==> src/rtl/alt_vipcts131_common_control_packet_scheduler.sv <==
// Control packet scheduler: holds pending/active frame geometry, pulses the
// encoder's send once per frame and marks the last pixel with end_of_video.
module alt_vipcts131_common_control_packet_scheduler #(
  parameter int TOGGLE_FIELD = 1
) (
  input  logic        clk,
  input  logic        rst,
  input  logic [15:0] cfg_width,
  input  logic [15:0] cfg_height,
  input  logic [3:0]  cfg_interlaced,
  input  logic        cfg_write,
  input  logic        cfg_enable,
  input  logic        enc_busy,
  input  logic        pix_xfer,
  output logic        enc_send,
  output logic [15:0] enc_width,
  output logic [15:0] enc_height,
  output logic [3:0]  enc_interlaced,
  output logic        end_of_video,
  output logic        frame_active,
  output logic [15:0] frame_count,
  output logic        err_cfg,
  output logic        err_pixel
);

  typedef enum logic [1:0] {S_IDLE, S_REQ, S_STREAM} state_t;

  state_t      r_state;
  logic [15:0] r_pend_w, r_pend_h;
  logic [3:0]  r_pend_i;
  logic        r_pend_v;
  logic [15:0] r_act_w, r_act_h;
  logic [3:0]  r_act_i;
  logic        r_send, r_active, r_tog, r_err_cfg, r_err_pix;
  logic [15:0] r_col, r_row, r_fcnt;

  logic        w_cfg_ok, w_launch, w_last_col, w_last_row, w_eov;
  logic [15:0] w_src_w, w_src_h;
  logic [3:0]  w_src_i, w_next_i;

  assign w_cfg_ok   = cfg_write && (cfg_width != 16'd0) && (cfg_height != 16'd0);
  assign w_launch   = (r_state == S_IDLE) && cfg_enable && r_pend_v && !enc_busy;
  assign w_last_col = (r_col == r_act_w - 16'd1);
  assign w_last_row = (r_row == r_act_h - 16'd1);
  assign w_eov      = pix_xfer && (r_state == S_STREAM) && w_last_col && w_last_row;

  // A legal write in the launch cycle wins over the stored pending set.
  assign w_src_w = w_cfg_ok ? cfg_width      : r_pend_w;
  assign w_src_h = w_cfg_ok ? cfg_height     : r_pend_h;
  assign w_src_i = w_cfg_ok ? cfg_interlaced : r_pend_i;

  always_comb begin
    w_next_i = w_src_i;
    if (TOGGLE_FIELD == 1 && w_src_i[3])
      w_next_i[2] = cfg_write ? 1'b0 : r_tog;
  end

  always_ff @(posedge clk) begin
    if (rst) begin
      r_state   <= S_IDLE;
      r_pend_w  <= '0;
      r_pend_h  <= '0;
      r_pend_i  <= '0;
      r_pend_v  <= 1'b0;
      r_act_w   <= '0;
      r_act_h   <= '0;
      r_act_i   <= '0;
      r_send    <= 1'b0;
      r_active  <= 1'b0;
      r_tog     <= 1'b0;
      r_err_cfg <= 1'b0;
      r_err_pix <= 1'b0;
      r_col     <= '0;
      r_row     <= '0;
      r_fcnt    <= '0;
    end else begin
      r_send <= 1'b0;
      if (cfg_write) begin
        if (w_cfg_ok) begin
          r_pend_w <= cfg_width;
          r_pend_h <= cfg_height;
          r_pend_i <= cfg_interlaced;
          r_pend_v <= 1'b1;
        end else begin
          r_err_cfg <= 1'b1;
        end
      end
      case (r_state)
        S_IDLE: begin
          if (pix_xfer) r_err_pix <= 1'b1;
          if (w_launch) begin
            r_state <= S_REQ;
            r_send  <= 1'b1;
            r_act_w <= w_src_w;
            r_act_h <= w_src_h;
            r_act_i <= w_next_i;
          end
        end
        S_REQ: begin
          if (pix_xfer) r_err_pix <= 1'b1;
          r_state  <= S_STREAM;
          r_active <= 1'b1;
          r_col    <= '0;
          r_row    <= '0;
        end
        S_STREAM: begin
          if (pix_xfer) begin
            if (w_last_col) begin
              r_col <= '0;
              if (w_last_row) begin
                r_state  <= S_IDLE;
                r_active <= 1'b0;
                r_fcnt   <= r_fcnt + 16'd1;
                r_row    <= '0;
              end else begin
                r_row <= r_row + 16'd1;
              end
            end else begin
              r_col <= r_col + 16'd1;
            end
          end
        end
        default: r_state <= S_IDLE;
      endcase
      // Field flips at every frame end; any cfg_write forces it back to 0.
      if (cfg_write)  r_tog <= 1'b0;
      else if (w_eov) r_tog <= ~r_tog;
    end
  end

  assign enc_send       = r_send;
  assign enc_width      = r_act_w;
  assign enc_height     = r_act_h;
  assign enc_interlaced = r_act_i;
  assign end_of_video   = w_eov;
  assign frame_active   = r_active;
  assign frame_count    = r_fcnt;
  assign err_cfg        = r_err_cfg;
  assign err_pixel      = r_err_pix;

endmodule
==> config.mk <==
export PLATFORM = sky130hd
export DESIGN_NAME = alt_vipcts131_common_control_packet_scheduler
export DESIGN_NICKNAME = d
export VERILOG_FILES = /design/src/rtl/alt_vipcts131_common_control_packet_scheduler.sv
export SDC_FILE = /design/constraint.sdc
export NUM_CORES = 1
export LEC_CHECK = 0
export BUFFER_PORTS_ARGS = -buffer_cell sky130_fd_sc_hd__buf_2
export CAP_MARGIN = 0
export CORE_MARGIN = 2
export CORE_UTILIZATION = 49
export CTS_CLUSTER_DIAMETER = 150
export DETAILED_ROUTE_END_ITERATION = 7
export PLACE_DENSITY_LB_ADDON = 0.12
export SYNTH_ARGS = -nofsm -noshare
export SYNTH_HDL_FRONTEND = slang
export SYNTH_SLANG_ARGS = --single-unit
==> constraint.sdc <==
create_clock -name clk -period 5.7 [get_ports clk]
set_input_delay 0.285 -clock clk [delete_from_list [all_inputs] [get_ports clk]]
set_output_delay 0.285 -clock clk [all_outputs]
set_load 0.005 [all_outputs]
Word-level counts from Yosys, hierarchy flattened. Index checks and enable logic that the tools add are counted.

Bits of input ports: 42. Register bits: 128. Output and inout bits: 57. Logic and storage cells: 79.

Bitwise gates (word level): 3. Muxes and demuxes: 22. Add/subtract/negate cells: 5. Equality and inequality tests: 8. Reduce and logical (&&, ||, !) cells: 25.

Operators by type and width (count): 16-bit two-way mux (7); 16-bit one-hot mux with 2 select lines (2); 16-bit by 1-bit adder with 16-bit output, second input constant (3); 16-bit == test (2); 16-bit nonzero test (2); 16-bit by 1-bit subtractor with 16-bit output, second input constant (2); 4-bit AND reduction (3); 2-bit AND reduction (5); 1-bit logical AND (8); 2-bit two-way mux (4); 2-bit != test, second input constant (4); 1-bit two-way mux (6); 2-bit one-hot mux with 3 select lines (1); 2-bit OR reduction (3); 4-bit two-way mux (1); 1-bit inverter (3); 3-bit AND reduction (1); 2-bit by 1-bit == test with 1-bit output, second input constant (1); 2-bit == test, second input constant (1); 2-bit zero test (1); 1-bit one-hot mux with 2 select lines (1); 2-bit nonzero test (1); 1-bit zero test (1).

Longest topological paths before layout. Gate-level depths: netlist of run 1.

Depth after elaboration: 6. Gate-level depth with buffers: 12. Gate-level depth less buffers: 10.

Worst setup path before layout of run 1. Ideal clock, no wire load.

Path type: reg2reg. From: register r_act_w[0] (netlist: enc_width[0]). To: register r_row[6]. Clock period less this slack: 3.212 ns. Cell stages (with the launch flop): 13. Setup slack: 2.488 ns. Path buffers: 2. Data required time: 5.620 ns. Setup time: 0.080 ns. Arrival time: 3.132 ns. Path through: dfxtp_1 > clkbuf_1 > inv_1 > ha_1 > nor2b_1 > o31ai_1 > a21oi_1 > or4_1 > nor4b_2 > a21oi_1 > buf_6 > or4_4 > a211oi_2.

Word-level cells in the longest chain between the ends: 4.

Ends and longest elaborated chain: from (decl) (line 32) `logic [15:0] r_act_w, r_act_h;`; from (signal assigned) (line 94) `r_act_w <= w_src_w;`; 16-bit by 1-bit subtractor with 16-bit output (line 43) `assign w_last_col = (r_col == r_act_w - 16'd1);`; 16-bit == test (line 43); 2-bit != test (no source line); 3-bit AND reduction (no source line); to (signal assigned) (line 116) `r_row <= r_row + 16'd1;`; to (decl) (line 35) `logic [15:0] r_col, r_row, r_fcnt;`.

Every way passes these cells. A chain may end at the register's enable or synchronous reset.

Final worst setup path of run 1.
From: register r_act_h[0] (netlist: enc_height[0]). To: output port end_of_video.

Word-level cells in the longest chain between the ends: 3.

Ends and longest elaborated chain: from (decl) (line 32); from (signal assigned) (line 95) `r_act_h <= w_src_h;`; 16-bit by 1-bit subtractor with 16-bit output (line 44) `assign w_last_row = (r_row == r_act_h - 16'd1);`; 16-bit == test (line 44); 1-bit logical AND (line 45) `assign w_eov = pix_xfer && (r_state == S_STREAM) && w_last_col && w_last_row;`; to (decl) (line 19) `output logic end_of_video,`.

Every way passes these cells.

==> qor.txt, run 1 <==
CTS tree: done
# nets final: 906
Largest net degree at the start of global routing: 94
Most common cell on crit path: nor3_1
Pre-CTS WS: 2030 ps
Final setup margin: 1820 ps
CTS H-tree lvls: 4
Die W: 120 um
Setup tns final: 0 ps
Worst-path clk slew: 60 ps
Worst clock skew: 10.6 ps
RSZ-0062 raised after global routing: false
Cts bufs inserted: 17
HP Class: in2reg
Crit path launch type: flip-flop
Initial antenna violation count: 0
Worst slew margin: 0.174
Yosys top cell by area: dfxtp_1
GR Layer Usage met1: 0.321
Top cell type's share of synthesized area: 0.386
Syn-to-layout area delta: 16.9%
Worst R2R Setup Slack: 1980 ps
First-pass detailed-route iteration total: 7
Req. time, crit path: 5410 ps
FP Rows: 42
Most used DFF post-synth: dfxtp_1
Iter 0 DRT Violations: 448
Placed instance count: 1016
Slew Viols, Final: 0
Via count: 6173
Xor and xnor area share after synthesis: 0.0501
Clk_lat worst skew: 420 ps
Synth cell count leaders: 128 x dfxtp_1, 104 x nor2_1, 60 x nand2_1
Delay-heaviest family, CP: simple AND/OR/NAND/NOR gates
Post-Syn Nets: 838
Fraction of registers with async set/reset: 0
Complex-gate fraction of the synthesized area: 0.182
Syn avg cell area: 8.39 um2
Crit path max-delay cell type: nor4_1
PD cells: 297 nW/um2
Final setup vio count: 0
Share of cells above drive strength 1: 0.184
# IOs: 99
Fin crit share: 0.682
Final Hold Vio Count: 0
Maximum VDD drop: 0.219 mV
Critical path peak fanout: 8
Arrival @ worst endpoint: 3600 ps
Post-CTS Resized: 0
Vias per cell: 5.90
I/O Buffers: 98
Synthesis-stage register bit count: 128
Leak: 0.00298 uW
Seq/Total Area, Yosys: 0.386
Fill count: 1247
Diode count: 0
FMAX: 257 MHz
Root Buffer: clkbuf_16
CP Capture Type: output port
Average wire per standard cell: 16.5 um
Largest family of logic cells by synthesized area: simple AND/OR/NAND/NOR gates
Grt met2 use: 0.390
Simple-Gate Fraction of Synth Area: 0.272
Worst-case clock buffer depth: 2
Vias in the first global route: 5625
Antenna-violating nets left: 0
Top-count cell post-synth: dfxtp_1
Hold bufs inserted after CTS: 0
Critical Path Max Stage Delay: 710 ps
Multiplexer share of the synthesized area: 0.0558
Final Non-Filler Cells: 1047
Gate Count Post-Synth: 791
Crit Path Class: reg2out
Most Crowded Layer GR: met2
Post-CTS Setup Bufs: 0
Area contributors post-synth: dfxtp_1 39%, nor2_1 5.9%, a211oi_1 5.8%, mux2i_1 5.6%, nand2_1 3.4%
Netlist Area Pre-Place: 6640 um2
CP cell instances: inv_1, ha_1, nor4b_2, xnor2_1, nor3_1, a311oi_1, nor4_1, nand2_1, nor3_1, buf_2
Area share of fa/ha/maj cells after synthesis: 0.00942
GRT Util Overall: 0.244
Post-Route WL: 17300 um
Overflow after GRT: 0
Crit path buffers/inverters: 2
First-pass GRT wire length: 28300 um
Status: complete, no violations
Clock Sinks: 128
Final core occ: 0.586
Post-synth EDFFs: 0
Drc violations: 0
Syn. warnings: 0
Die height: 120 um
Least-Margin Pin Slew: 1230 ps
GPL Wtd Cong: 0.907
Final HPWL DP: 12300 um
Initial Util: 0.501
Post-synthesis cell type count: 61
Die area: 14500 um2
Min Tclk post-route: 3880 ps
Met3 usage: 0.0590
Max cap viols: 0
Core area: 13200 um2
[stage by stage]
step                      area (um2)  total power [uW]  hold slack (ps)
after floorplan                 6640              1150              363
after global placement          7170              1220              437
after detailed placement        7170              1230              446
after CTS                       7760              2320              122
after global routing            7760              2390              140
final                           7760              2310              136
[final timing paths]
path              cells past startpoint              start           end
setup / recovery                     10      enc_height[0]  end_of_video
hold / removal                        3  cfg_interlaced[0]   r_pend_i[0]
setup reg to reg                     10      enc_height[0]      r_row[0]
hold reg to reg                       2           r_pend_v      r_pend_v
[per-layer routing]
metal	up-vias	share of wire
met5	-	0
met4	0	0.021
met3	27	0.048
met2	150	0.47
met1	2931	0.46
li1	3065	-
[registers in the layout, indices dropped and copies added (netlist names), 2 cells and up]
name and flops:
frame_count 16, r_col 16, r_row 16, r_state 2, enc_height 16, r_pend_i 4
r_pend_w 16, enc_width 16, r_pend_h 16, enc_interlaced 4
[kinds of logic after synthesis]
logic type | count (synthesis)
AOI/OAI and AO/OA | 174
xor gates and xnor gates | 38
adders and majority gates | 5
buffers and inverters | 73
DFF | 128
muxes | 37
and+or+nand+nor | 336
[tightest hold or removal path: cells and delay by family]
kind                   cells  cell delay [ps]
muxes                      1               80
buffers and inverters      1               80
and+or+nand+nor            1               80
[report_power, final]
group / internal (uW) / leakage (uW) / switching [uW] / total (uW)
sequential: 924 / 0.00104 / 27.7 / 952
clock: 662 / 0.000282 / 435 / 1100
combinational: 112 / 0.00166 / 147 / 258
[placed cells by master (no fill, tap or decap), types with 20 or more instances in the layout]
cell type	n
nand2_1	60
nand3_1	26
dfxtp_1	128
buf_2	97
a31oi_1	21
xnor2_1	22
a21oi_1	31
inv_1	20
nor2_1	104
a211oi_1	51
o31ai_1	20
mux2i_1	37
[layout make-up]
type                       instances  area [um2]  share of cell area
clock inverter                    13         151              0.0195
timing repair buffer             102         523              0.0674
inverter                          20        75.1             0.00967
multi-input combinational        590        3790               0.488
clock buffer                      18         439              0.0566
sequential                       128        2560               0.330
tap                              176         220              0.0284
(Power assumes the default switching activity.)
==> run 2: changes to the inputs <==
ABC_AREA = 1   (was default)
clock period = 3.38 ns   (was 5.7 ns; I/O delays follow)
==> run 2 against run 1 <==
Net effect:
- combinational power increased to 2.8 times the previous value
- critical path type unchanged
- flip-flop and latch count unchanged
- critical endpoint unchanged
- sequential power increased by 69%
- non-clock buffer count increased by 6
- register-to-register slack got worse by 1100 ps
- die area increased by 20%
- count of clock-buffer cells in the layout increased by 1
- via count increased by 27%
- first-iteration DRC count increased by 19%
==> qor.txt, run 2 <==
Status: complete, no violations
Iter 0 DRT Violations: 534
Clk_lat worst skew: 420 ps
I/O Buffers: 98
Drc violations: 0
Syn avg cell area: 6.38 um2
Final core occ: 0.582
CTS H-tree lvls: 4
Post-Syn Nets: 1305
Fill count: 1560
Overflow after GRT: 0
Root Buffer: clkbuf_16
Crit path max-delay cell type: dfxtp_1
Top cell type's share of synthesized area: 0.319
# nets final: 1391
CTS tree: done
Clock Sinks: 128
Most common cell on crit path: nor2_1
Hold bufs inserted after CTS: 1
Average wire per standard cell: 13.4 um
Final Hold Vio Count: 0
Min Tclk post-route: 2910 ps
FMAX: 344 MHz
PD cells: 449 nW/um2
Syn. warnings: 0
Seq/Total Area, Yosys: 0.319
Initial antenna violation count: 0
Crit Path Class: reg2out
HP Class: in2reg
Gate Count Post-Synth: 1258
GPL Wtd Cong: 0.892
Commonest cells after routing, fill and taps aside: 282 x nand2_1, 213 x inv_1, 160 x nor2_1
# IOs: 99
Vias per cell: 4.99
Worst clock skew: 9.71 ps
Fin crit share: 0.860
Critical Path Max Stage Delay: 320 ps
Setup tns final: 0 ps
Req. time, crit path: 3210 ps
Die area: 17400 um2
Final setup vio count: 0
CP cell instances: inv_1, ha_1, nand2_1, nor2_1, nand3_1, nor2_1, o21ai_0, nor2_1, nand3_1, nor2_1, nand3_1, inv_1, buf_2
Area contributors post-synth: dfxtp_1 32%, nand2_1 13%, inv_1 10%, nor2_1 7.5%, nand3_1 4.9%
Top-count cell post-synth: nand2_1
Worst slew margin: 0.501
Final HPWL DP: 15800 um
Worst-case clock buffer depth: 2
Post-CTS Setup Bufs: 0
Final setup margin: 473 ps
Max cap viols: 0
FP Rows: 46
Post-synthesis cell type count: 40
RSZ-0062 raised after global routing: false
Synthesis-stage register bit count: 128
Maximum VDD drop: 0.398 mV
Share of cells above drive strength 1: 0.161
Vias in the first global route: 7059
Leak: 0.00463 uW
Diode count: 0
Most used DFF post-synth: dfxtp_1
Crit path launch type: flip-flop
Antenna-violating nets left: 0
Commonest non-fill, non-tap cell in the layout: nand2_1
First-pass GRT wire length: 34900 um
Synth cell count leaders: 282 x nand2_1, 213 x inv_1, 160 x nor2_1
Arrival @ worst endpoint: 2740 ps
Least-Margin Pin Slew: 748 ps
Die W: 132 um
Post-synth EDFFs: 0
Crit path buffers/inverters: 3
Critical path peak fanout: 6
Worst-path clk slew: 60 ps
Cts bufs inserted: 17
Post-CTS Resized: 0
First-pass detailed-route iteration total: 6
Core area: 15900 um2
Initial Util: 0.504
Cell Area, Placed: 8680 um2
Pre-CTS WS: 921 ps
Yosys top cell by area: dfxtp_1
Largest net degree at the start of global routing: 70
Delay-heaviest family, CP: simple AND/OR/NAND/NOR gates
GRT Util Overall: 0.246
Fraction of registers with async set/reset: 0
CP Capture Type: output port
Via count: 7848
Post-Route WL: 21100 um
Netlist Area Pre-Place: 8030 um2
Finished Cell Area: 9270 um2
Die height: 132 um
Slew Viols, Final: 0
Syn-to-layout area delta: 15.5%
-- run 2: cell types whose count changed after synthesis, sizes merged, moves of 20 or more --
cell	change
o31ai	-20
o21ai	+34
mux2i	-37
a31oi	-20
o21a	+33
nand2	+247
a211oi	-54
xor2	+25
or4	-21
nand3	+59
a21oi	+39
inv	+199
nor2	+84
-- run 2: cells by family after synthesis --
group / count (synthesis) / share of synthesized area
xor gates and xnor gates: 57 / 0.0622
DFF: 128 / 0.319
and+or+nand+nor: 644 / 0.366
buffers and inverters: 261 / 0.125
AOI/OAI and AO/OA: 163 / 0.119
adders and majority gates: 5 / 0.00779
-- run 2: through the flow --
step / power [uW] / std cells / hold WS, ps
after global routing: 4380 / 1573 / 85.2
after floorplan: 2180 / 1258 / 313
final: 4160 / 1573 / 68.6
after global placement: 2360 / 1540 / 443
after CTS: 4180 / 1573 / 53.1
after detailed placement: 2370 / 1540 / 443
-- run 2: path summary, 6_finish.rpt --
path | start | endpoint | slack (ps) | depth (start not counted)
setup / recovery | enc_height[0] | end_of_video | 470 | 13
hold / removal | cfg_write | err_cfg | 70 | 3
setup reg to reg | enc_height[0] | frame_count[8] | 860 | 15
hold reg to reg | frame_active | frame_active | 470 | 2
-- run 2: area by class of cell --
type                    instances  area (um2)  area share
clock buffers                  19         453      0.0488
clock inverters                13         126      0.0136
inverters                     220         826      0.0890
multi-input cells             869        4470       0.482
flip-flops and latches        128        2560       0.276
well taps                     216         270      0.0291
repair buffers                108         571      0.0615
-- run 2: worst min-delay path: cells and delay by family --
family / cells / cell delay [ps]
buffers and inverters: 1 / 140
AOI/OAI and AO/OA: 1 / 80
and+or+nand+nor: 1 / 70
-- run 2: power breakdown --
part / switching (uW) / leakage (uW) / total [uW] / internal (uW)
combinational: 476 / 0.00330 / 733 / 257
clock: 753 / 0.000285 / 1820 / 1060
sequential: 44.6 / 0.00104 / 1610 / 1570
-- run 2: metal layers --
layer / up-vias / GRT usage / wire length (um)
met4: 0 / 0.0694 / 330
met1: 3527 / 0.342 / 10400
met5: - / 0 / 0
met2: 191 / 0.383 / 9160
met3: 26 / 0.0550 / 1200
li1: 4104 / - / -
==> run 3: changes to the inputs <==
CORE_MARGIN = default   (was 2)
==> run 3 against run 2 <==
Net effect:
- worst setup slack got worse by 65 ps
- via count fell by 0.61%
- critical endpoint unchanged
- routed wire length decreased by 0.39%
- non-clock buffer count decreased by 3
- combinational power decreased by 1%
- fmax is 2.2% lower
- critical path type unchanged
- sequential power is essentially flat
- worst hold slack got worse by 39 ps
- global-route usage up 1.9 points
==> qor.txt, run 3 (synthesis gave the netlist of run 2 again) <==
P_int: 3050 uW
Worst slew margin: 0.393
Pre-CTS WS: 825 ps
Root Buffer: clkbuf_16
Commonest non-fill, non-tap cell in the layout: nand2_1
Slew Viols, Final: 0
CTS H-tree lvls: 4
Crit path launch type: flip-flop
Least-Margin Pin Slew: 910 ps
Final core occ: 0.583
Cts bufs inserted: 17
Setup tns final: 0 ps
Placed instance count: 1538
Final setup margin: 408 ps
Diode count: 0
Clk_lat worst skew: 430 ps
Final Hold Vio Count: 0
FMAX: 336 MHz
Hold bufs inserted after CTS: 0
Largest net degree at the start of global routing: 80
Overflow after GRT: 0
Vias per cell: 4.97
GR Layer Usage met1: 0.372
Commonest cells after routing, fill and taps aside: 282 x nand2_1, 213 x inv_1, 160 x nor2_1
GPL Wtd Cong: 0.902
Max cap viols: 0
Worst-case clock buffer depth: 2
Post-CTS Setup Bufs: 0
Antenna-violating nets left: 0
Min Tclk post-route: 2970 ps
Total net switching power: 1240 uW
CTS tree: done
Final setup vio count: 0
Met3 usage: 0.0541
Die area: 16900 um2
Critical path peak fanout: 6
# IOs: 99
Clock Sinks: 128
Finished Cell Area: 9290 um2
Logic pwr share: 0.169
Arrival @ worst endpoint: 2800 ps
Via count: 7800
RSZ-0062 raised after global routing: false
Share of cells above drive strength 1: 0.160
Syn-to-layout area delta: 15.7%
Die height: 130 um
Post-Route WL: 21000 um
Most Crowded Layer GR: met2
I/O Buffers: 98
Sequential power share: 0.376
PD cells: 461 nW/um2
First-pass GRT wire length: 35000 um
# nets final: 1388
Crit Path Class: reg2out
Average wire per standard cell: 13.4 um
Initial Util: 0.504
CP Capture Type: output port
Cell Area, Placed: 8670 um2
Iter 0 DRT Violations: 513
Maximum VDD drop: 0.470 mV
Core area: 15900 um2
First-pass detailed-route iteration total: 5
FP Rows: 46
Req. time, crit path: 3210 ps
Fin crit share: 0.879
Final Non-Filler Cells: 1570
Status: complete, no violations
Worst clock skew: 10.2 ps
GRT Util Overall: 0.265
Worst-path clk slew: 60 ps
Final HPWL DP: 15500 um
Post-CTS Resized: 0
Die W: 130 um
Vias in the first global route: 6996
Grt met2 use: 0.406
HP Class: in2reg
Initial antenna violation count: 0
Clk pwr share: 0.454
Switching part of the total: 0.289
Drc violations: 0
Leak: 0.00463 uW
[run 3: power by group through the flow]
stage | registers, uW | clock network [uW] | logic [uW]
2_1_floorplan | 1630 | 0 | 545
4_1_cts | 1610 | 1970 | 725
3_3_place_gp | 1640 | 0 | 715
6_report | 1610 | 1950 | 725
5_1_grt | 1620 | 2060 | 831
3_5_place_dp | 1640 | 0 | 721
[run 3: final timing paths]
path / depth (start not counted) / start / slack, ps / endpoint
hold / removal: 3 / cfg_write / 30 / err_cfg
setup / recovery: 13 / enc_height[0] / 410 / end_of_video
hold reg to reg: 2 / frame_active / 470 / frame_active
setup reg to reg: 15 / enc_height[0] / 810 / frame_count[5]
[run 3: layout make-up]
cell class,count,area [um2]
timing repair buffer,105,546
multi-input combinational,869,4470
inverter,220,826
fill,1604,6650
clock inverter,11,154
tap,216,270
sequential,128,2560
clock buffer,21,470
[run 3: metrics by stage]
stage | hold slack, ps | total power [uW]
2_1_floorplan | 313 | 2180
3_3_place_gp | 453 | 2360
3_5_place_dp | 460 | 2360
4_1_cts | 20.3 | 4310
5_1_grt | 50.3 | 4500
6_report | 29.2 | 4280
[run 3: critical path, stage by stage, from the launching register on]
cell     delay [ps]
dfxtp_1         330
inv_1           170
ha_1            220
nand2_1         110
nor2_1          220
nand3_1         150
nor2_1          160
o21ai_0          90
nor2_1          100
nand3_1          90
nor2_1          240
nand3_1         190
inv_1           170
buf_2           140
[run 3: metal layers]
metal | up-vias | wire [um]
met5 | - | 0
met4 | 0 | 372
met3 | 20 | 1120
met2 | 192 | 9180
met1 | 3494 | 10300
li1 | 4094 | -
